==> config.mk <==
export PLATFORM = sky130hd
export DESIGN_NAME = evt_trigger_sched_flat
export DESIGN_NICKNAME = d
export VERILOG_FILES = /design/src/rtl/evt_trigger_sched_if.sv /design/src/rtl/evt_trigger_sched.sv /design/src/flat_wrapper.sv
export SDC_FILE = /design/constraint.sdc
export NUM_CORES = 1
export LEC_CHECK = 0
export BUFFER_PORTS_ARGS = -buffer_cell sky130_fd_sc_hd__buf_2
export CELL_PAD_IN_SITES_DETAIL_PLACEMENT = 0
export CELL_PAD_IN_SITES_GLOBAL_PLACEMENT = 1
export CORE_ASPECT_RATIO = 0.6
export CORE_MARGIN = 3
export CORE_UTILIZATION = 42
export DETAILED_ROUTE_END_ITERATION = 8
export MAX_ROUTING_LAYER = met4
export PLACE_DENSITY = 0.84
export SETUP_SLACK_MARGIN = 0.05
export SLEW_MARGIN = 20
export SYNTH_ARGS = -nofsm -noshare
export SYNTH_HDL_FRONTEND = slang
export SYNTH_SLANG_ARGS = --single-unit
==> constraint.sdc <==
create_clock -name clk -period 1.78 [get_ports clk]
set_clock_uncertainty 0.1 [all_clocks]
set_input_delay 0.267 -clock clk [delete_from_list [all_inputs] [get_ports clk]]
set_output_delay 0.267 -clock clk [all_outputs]
set_load 0.05 [all_outputs]
==> src/rtl/evt_trigger_sched_if.sv <==
// evt_trigger_sched_if -- stimulus/handler bundle for the event trigger sequencer. Rev 1.0
`default_nettype none

interface evt_trigger_sched_if #(
  parameter int NUM_EVT = 2,
  parameter int CNT_W   = 8
);
  logic               start;
  logic [NUM_EVT-1:0] evt_req;
  logic [NUM_EVT-1:0] evt_ack;
  logic [NUM_EVT-1:0] evt_fire;
  logic [NUM_EVT-1:0] triggered;
  logic [CNT_W-1:0]   cyc;
  logic               busy;
  logic               done;
  logic               error;

  modport slave (
    input  start, evt_req, evt_ack,
    output evt_fire, triggered, cyc, busy, done, error
  );

  modport master (
    output start, evt_req, evt_ack,
    input  evt_fire, triggered, cyc, busy, done, error
  );
endinterface

`default_nettype wire

==> src/rtl/evt_trigger_sched.sv <==
// evt_trigger_sched -- round-robin event trigger sequencer with sticky ack mask and ack timeout. Rev 1.0
`default_nettype none

module evt_trigger_sched #(
  parameter int NUM_EVT = 2,
  parameter int CNT_W   = 8,
  parameter int TIMEOUT = 4
) (
  input  logic               clk,
  input  logic               rst,
  evt_trigger_sched_if.slave bus
);

  localparam int         SEL_W    = (NUM_EVT > 1) ? $clog2(NUM_EVT) : 1;
  localparam logic [7:0] TMO_LAST = 8'(TIMEOUT - 1);

  typedef enum logic [2:0] {
    S_IDLE = 3'd0,
    S_ARB  = 3'd1,
    S_FIRE = 3'd2,
    S_WAIT = 3'd3,
    S_ERR  = 3'd4
  } state_e;

  state_e             state_q, state_d;
  logic [NUM_EVT-1:0] pend_q, pend_d;
  logic [NUM_EVT-1:0] trig_q, trig_d;
  logic [NUM_EVT-1:0] fire_q, fire_d;
  logic [SEL_W-1:0]   sel_q, sel_d;
  logic [SEL_W-1:0]   rr_q, rr_d;
  logic [7:0]         timer_q, timer_d;
  logic [CNT_W-1:0]   cyc_q, cyc_d;
  logic               done_q, done_d;
  logic               err_q, err_d;

  logic               busy;
  logic [NUM_EVT-1:0] sel_oh;
  logic [SEL_W-1:0]   pick;
  logic [SEL_W-1:0]   idx;
  logic               found;
  logic [SEL_W-1:0]   next_rr;

  assign busy    = (state_q == S_ARB) || (state_q == S_FIRE) || (state_q == S_WAIT);
  assign next_rr = SEL_W'((int'(sel_q) + 1) % NUM_EVT);

  always_comb begin
    sel_oh        = '0;
    sel_oh[sel_q] = 1'b1;
  end

  // Rotating search: first pending bit at or above rr_q, wrapping to 0.
  always_comb begin
    pick  = '0;
    idx   = '0;
    found = 1'b0;
    for (int i = 0; i < NUM_EVT; i++) begin
      idx = SEL_W'((int'(rr_q) + i) % NUM_EVT);
      if (!found && pend_q[idx]) begin
        found = 1'b1;
        pick  = idx;
      end
    end
  end

  always_comb begin
    state_d = state_q;
    pend_d  = pend_q;
    trig_d  = trig_q;
    fire_d  = '0;
    sel_d   = sel_q;
    rr_d    = rr_q;
    timer_d = timer_q;
    cyc_d   = cyc_q;
    done_d  = done_q;
    err_d   = err_q;

    if (busy) begin
      pend_d = pend_q | bus.evt_req;
      if (cyc_q != {CNT_W{1'b1}}) cyc_d = cyc_q + CNT_W'(1);
    end

    case (state_q)
      S_IDLE: begin
        if (bus.start) begin
          pend_d  = bus.evt_req;
          trig_d  = '0;
          cyc_d   = '0;
          done_d  = 1'b0;
          state_d = S_ARB;
        end
      end
      S_ARB: begin
        if (pend_q == '0) begin
          done_d  = 1'b1;
          state_d = S_IDLE;
        end else begin
          sel_d   = pick;
          state_d = S_FIRE;
        end
      end
      S_FIRE: begin
        // A request arriving in this cycle re-queues the event being fired.
        fire_d  = sel_oh;
        pend_d  = (pend_q & ~sel_oh) | bus.evt_req;
        timer_d = '0;
        state_d = S_WAIT;
      end
      S_WAIT: begin
        if (bus.evt_ack[sel_q]) begin
          trig_d  = trig_q | sel_oh;
          rr_d    = next_rr;
          state_d = S_ARB;
        end else if (timer_q == TMO_LAST) begin
          err_d   = 1'b1;
          state_d = S_ERR;
        end else begin
          timer_d = timer_q + 8'd1;
        end
      end
      S_ERR:   state_d = S_ERR;
      default: state_d = S_IDLE;
    endcase
  end

  always_ff @(posedge clk) begin
    if (rst) begin
      state_q <= S_IDLE;
      pend_q  <= '0;
      trig_q  <= '0;
      fire_q  <= '0;
      sel_q   <= '0;
      rr_q    <= '0;
      timer_q <= '0;
      cyc_q   <= '0;
      done_q  <= 1'b0;
      err_q   <= 1'b0;
    end else begin
      state_q <= state_d;
      pend_q  <= pend_d;
      trig_q  <= trig_d;
      fire_q  <= fire_d;
      sel_q   <= sel_d;
      rr_q    <= rr_d;
      timer_q <= timer_d;
      cyc_q   <= cyc_d;
      done_q  <= done_d;
      err_q   <= err_d;
    end
  end

  assign bus.evt_fire  = fire_q;
  assign bus.triggered = trig_q;
  assign bus.cyc       = cyc_q;
  assign bus.busy      = busy;
  assign bus.done      = done_q;
  assign bus.error     = err_q;

endmodule

`default_nettype wire

==> src/flat_wrapper.sv <==
// flat-port wrapper written by rule: the top's interface ports become plain ports
module evt_trigger_sched_flat 
#(
  parameter int NUM_EVT = 2,
  parameter int CNT_W   = 8,
  parameter int TIMEOUT = 4
)
  (clk, rst, bus_start, bus_evt_req, bus_evt_ack, bus_evt_fire, bus_triggered, bus_cyc, bus_busy, bus_done, bus_error);
  evt_trigger_sched_if #(.NUM_EVT(NUM_EVT), .CNT_W(CNT_W)) bus_i ();
  input  logic clk;
  input  logic rst;
  input wire logic [$bits(bus_i.start)-1:0] bus_start;
  input wire logic [$bits(bus_i.evt_req)-1:0] bus_evt_req;
  input wire logic [$bits(bus_i.evt_ack)-1:0] bus_evt_ack;
  output wire logic [$bits(bus_i.evt_fire)-1:0] bus_evt_fire;
  output wire logic [$bits(bus_i.triggered)-1:0] bus_triggered;
  output wire logic [$bits(bus_i.cyc)-1:0] bus_cyc;
  output wire logic [$bits(bus_i.busy)-1:0] bus_busy;
  output wire logic [$bits(bus_i.done)-1:0] bus_done;
  output wire logic [$bits(bus_i.error)-1:0] bus_error;
  assign bus_i.start = bus_start;
  assign bus_i.evt_req = bus_evt_req;
  assign bus_i.evt_ack = bus_evt_ack;
  assign bus_evt_fire = bus_i.evt_fire;
  assign bus_triggered = bus_i.triggered;
  assign bus_cyc = bus_i.cyc;
  assign bus_busy = bus_i.busy;
  assign bus_done = bus_i.done;
  assign bus_error = bus_i.error;
  evt_trigger_sched #(.NUM_EVT(NUM_EVT), .CNT_W(CNT_W), .TIMEOUT(TIMEOUT)) u_core (.clk(clk), .rst(rst), .bus(bus_i));
endmodule
==> summary.txt <==
Final net count -> 197
Largest net degree at the start of global routing -> 16
Worst path cell trace -> o21bai_4, inv_2, buf_4
GRT Util Overall -> 19.0%
RePlAce Congestion -> 0.838
RSZ-0062 raised after global routing -> yes
Period Utilization, post-route -> 93.9%
Vias -> 1,250
Post-synth EDFFs -> 0
First-pass GRT wire length -> 5.74 mm
P&R area growth vs syn -> 22.3%
Drt first pass iters -> 4
Die Footprint -> 4160 um^2
Mapped Nets -> 164
Initial Util -> 46.7%
Lkg Pwr -> 0.635 nW
Crit-path slowest cell -> dfxtp_1
Crit path max fanout -> 10
WP data arrival -> 1.30 ns
Die Width -> 81.3 um
Worst hold-check path type -> input port to flop
Crit path largest cell delay -> 0.52 ns
Final WS setup -> 0.108 ns
YS warnings -> 0
Worst-path clk slew -> 0.06 ns
Tightest Pin Transition -> 0.490 ns
Vias in the first global route -> 1,145
Clock Tree Buf Depth -> 2
Rel. slew slack -> 67.3%
Max-Cap Viols -> 0
Clock Sinks -> 29
WP buf/inv -> 2
Ports -> 22
Post-CTS Resized -> 3
CTS buffer count -> 5
CP top delay family -> flip-flops
Post-synthesis cell area -> 1430 um^2
CP Capture Type -> output port
Status -> completed
Initial drt markers -> 171
Dpl ws -> 0.0750 ns
Seq cells post-synth -> 29
IO Port Bufs -> 21
Multi-input logic area -> 820 um^2
Slew Viols, Final -> 0
Synth Instances -> 155
Core ar. -> 3060 um^2
Seq. cell area -> 584 um^2
Unique masters post-synth -> 47
Number of antenna violations at the first check in global routing -> 0
H-Tree Depth -> 2
DRC -> 0
Post-DP HPWL -> 2.59 mm
CTS tree -> done
Worst R2R Setup Slack -> 0.17 ns
Post-cts hold buffer count -> 0
Layout cells sized above 1 -> 27.5%
Setup TNS -> 0 ns
Cell row count -> 15
Post-layout minimum cycle time -> 1.67 ns
Syn_area_per_cell -> 9.23 um^2
Root buffer cell -> clkbuf_8
Clk_lat worst skew -> 0.27 ns
CP Launch Type -> flop
Setup Fix Bufs, Post-CTS -> 0
Remaining Overflow, GRT -> 0
Ys flop type -> dfxtp_1
Drt total wl -> 3.35 mm
Worst VDD drop -> 0.000404 V
WL/cell -> 14.5 um
Fill cell count -> 272
Sequential fraction of the synthesis area -> 40.6%
Crit path kind -> flop to output port
Pwr/cell area -> 870 nW/um^2
Antenna diodes -> 0
# setup viols final -> 0
ANT nets after route -> 0
Final-report hold violation count -> 0
Die Height -> 51.2 um
Async SR Flop Fraction -> 0%
Design Power -> 0.00152 W
Maximum clock frequency -> 598 MHz
Vias per cell -> 5.41
Worst Path Required -> 1.41 ns
-- area by class of cell --
type	instances	share of cell area [%]
flip-flops and latches	29	33.4
multi-input cells	114	46.9
inverters	6	1.29
repair buffers	32	10.9
well taps	42	3.00
clock buffers	8	4.58
-- routing by layer --
metal / global-route usage (%) / routed length [um]
met5: - / 0
met4: 5.90 / 8
met3: 5.99 / 252
met2: 21.5 / 1240
met1: 30.0 / 1850
-- stage by stage --
step | util, % | cells | hold WS [ns] | area, um^2
2_1_floorplan | - | 155 | 0.236 | 1430
3_3_place_gp | 53.5 | 223 | 0.331 | 1640
3_5_place_dp | 53.5 | 223 | 0.348 | 1640
4_1_cts | 56.6 | 231 | 0.125 | 1730
5_1_grt | 57.2 | 231 | 0.135 | 1750
6_report | 57.2 | 231 | 0.134 | 1750
-- worst min-delay path: stages --
cell and delay (ns):
buf_2 0.09, nand2_1 0.05, a21oi_1 0.05
-- Yosys cell counts, types with 2 or more instances --
master	number	area (um^2)
a2111oi_4	3	82.6
a211oi_1	5	37.5
a21oi_1	11	55.1
a2bb2oi_1	2	17.5
a31oi_1	6	37.5
a41oi_1	2	17.5
buf_2	3	15.0
dfxtp_1	29	581
ha_1	2	25.0
inv_1	5	18.8
nand2_1	8	30.0
nand2b_1	5	31.3
nand3_1	6	30.0
nand3b_1	2	15.0
nand4_1	2	12.5
nor2_1	19	71.3
nor3_1	5	25.0
nor3b_1	2	15.0
o211ai_1	2	15.0
o21ai_0	3	15.0
o311ai_0	2	17.5
or2_1	2	12.5
xnor2_1	5	43.8
-- flip-flops by register name (all words and copies together), names as in the netlist, 2 cells and up --
signal,flops
u_core.pend_q,2
u_core.bus.evt_fire,2
u_core.state_q,3
u_core.timer_q,8
u_core.bus.cyc,8
u_core.bus.triggered,2
-- layout by cell type (no fill, tap or decap), types with 2 or more instances in the layout --
master,netlist,layout
dfxtp_1,29,26
buf_2,3,20
nor2_1,19,19
buf_4,1,12
a21oi_1,11,11
nand2_1,8,8
nand3_1,6,6
a31oi_1,6,6
nor3_1,5,5
xnor2_1,5,5
inv_1,5,5
clkbuf_8,0,5
nand2b_1,5,4
a211oi_1,5,4
a2111oi_4,3,3
clkbuf_1,1,3
dfxtp_2,0,3
nand4_1,2,2
o21ai_1,1,2
nand3b_1,2,2
or2_1,2,2
nor3b_1,2,2
o21ai_0,3,2
o211ai_1,2,2
a2bb2oi_1,2,2
o311ai_0,2,2
a41oi_1,2,2
ha_1,2,2
-- worst paths after layout --
path / start / end / depth (start not counted)
max: u_core.state_q[2] / bus_busy / 3
min: bus_evt_req[0] / u_core.pend_q[0] / 3
max reg2reg: u_core.state_q[0] / u_core.bus.cyc[3] / 4
min reg2reg: u_core.bus.error / u_core.bus.error / 2
-- power by group --
part | total (W) | switching [W] | internal, W
combinational | 0.000302 | 0.000193 | 0.000110
sequential | 0.000716 | 0.0000362 | 0.000680
clock | 0.000503 | 0.000226 | 0.000277
-- logic make-up after synthesis --
group,count (synthesis),synth area share (%)
multiplexers,2,1.75
AND/OR/NAND/NOR,60,22.0
XOR/XNOR,6,3.67
flip-flops,29,40.6
buffers and inverters,12,4.20
AO/OA/AOI/OAI,44,26.0
adder cells (fa/ha/maj),2,1.75
Power figures use the tool's default switching activity.
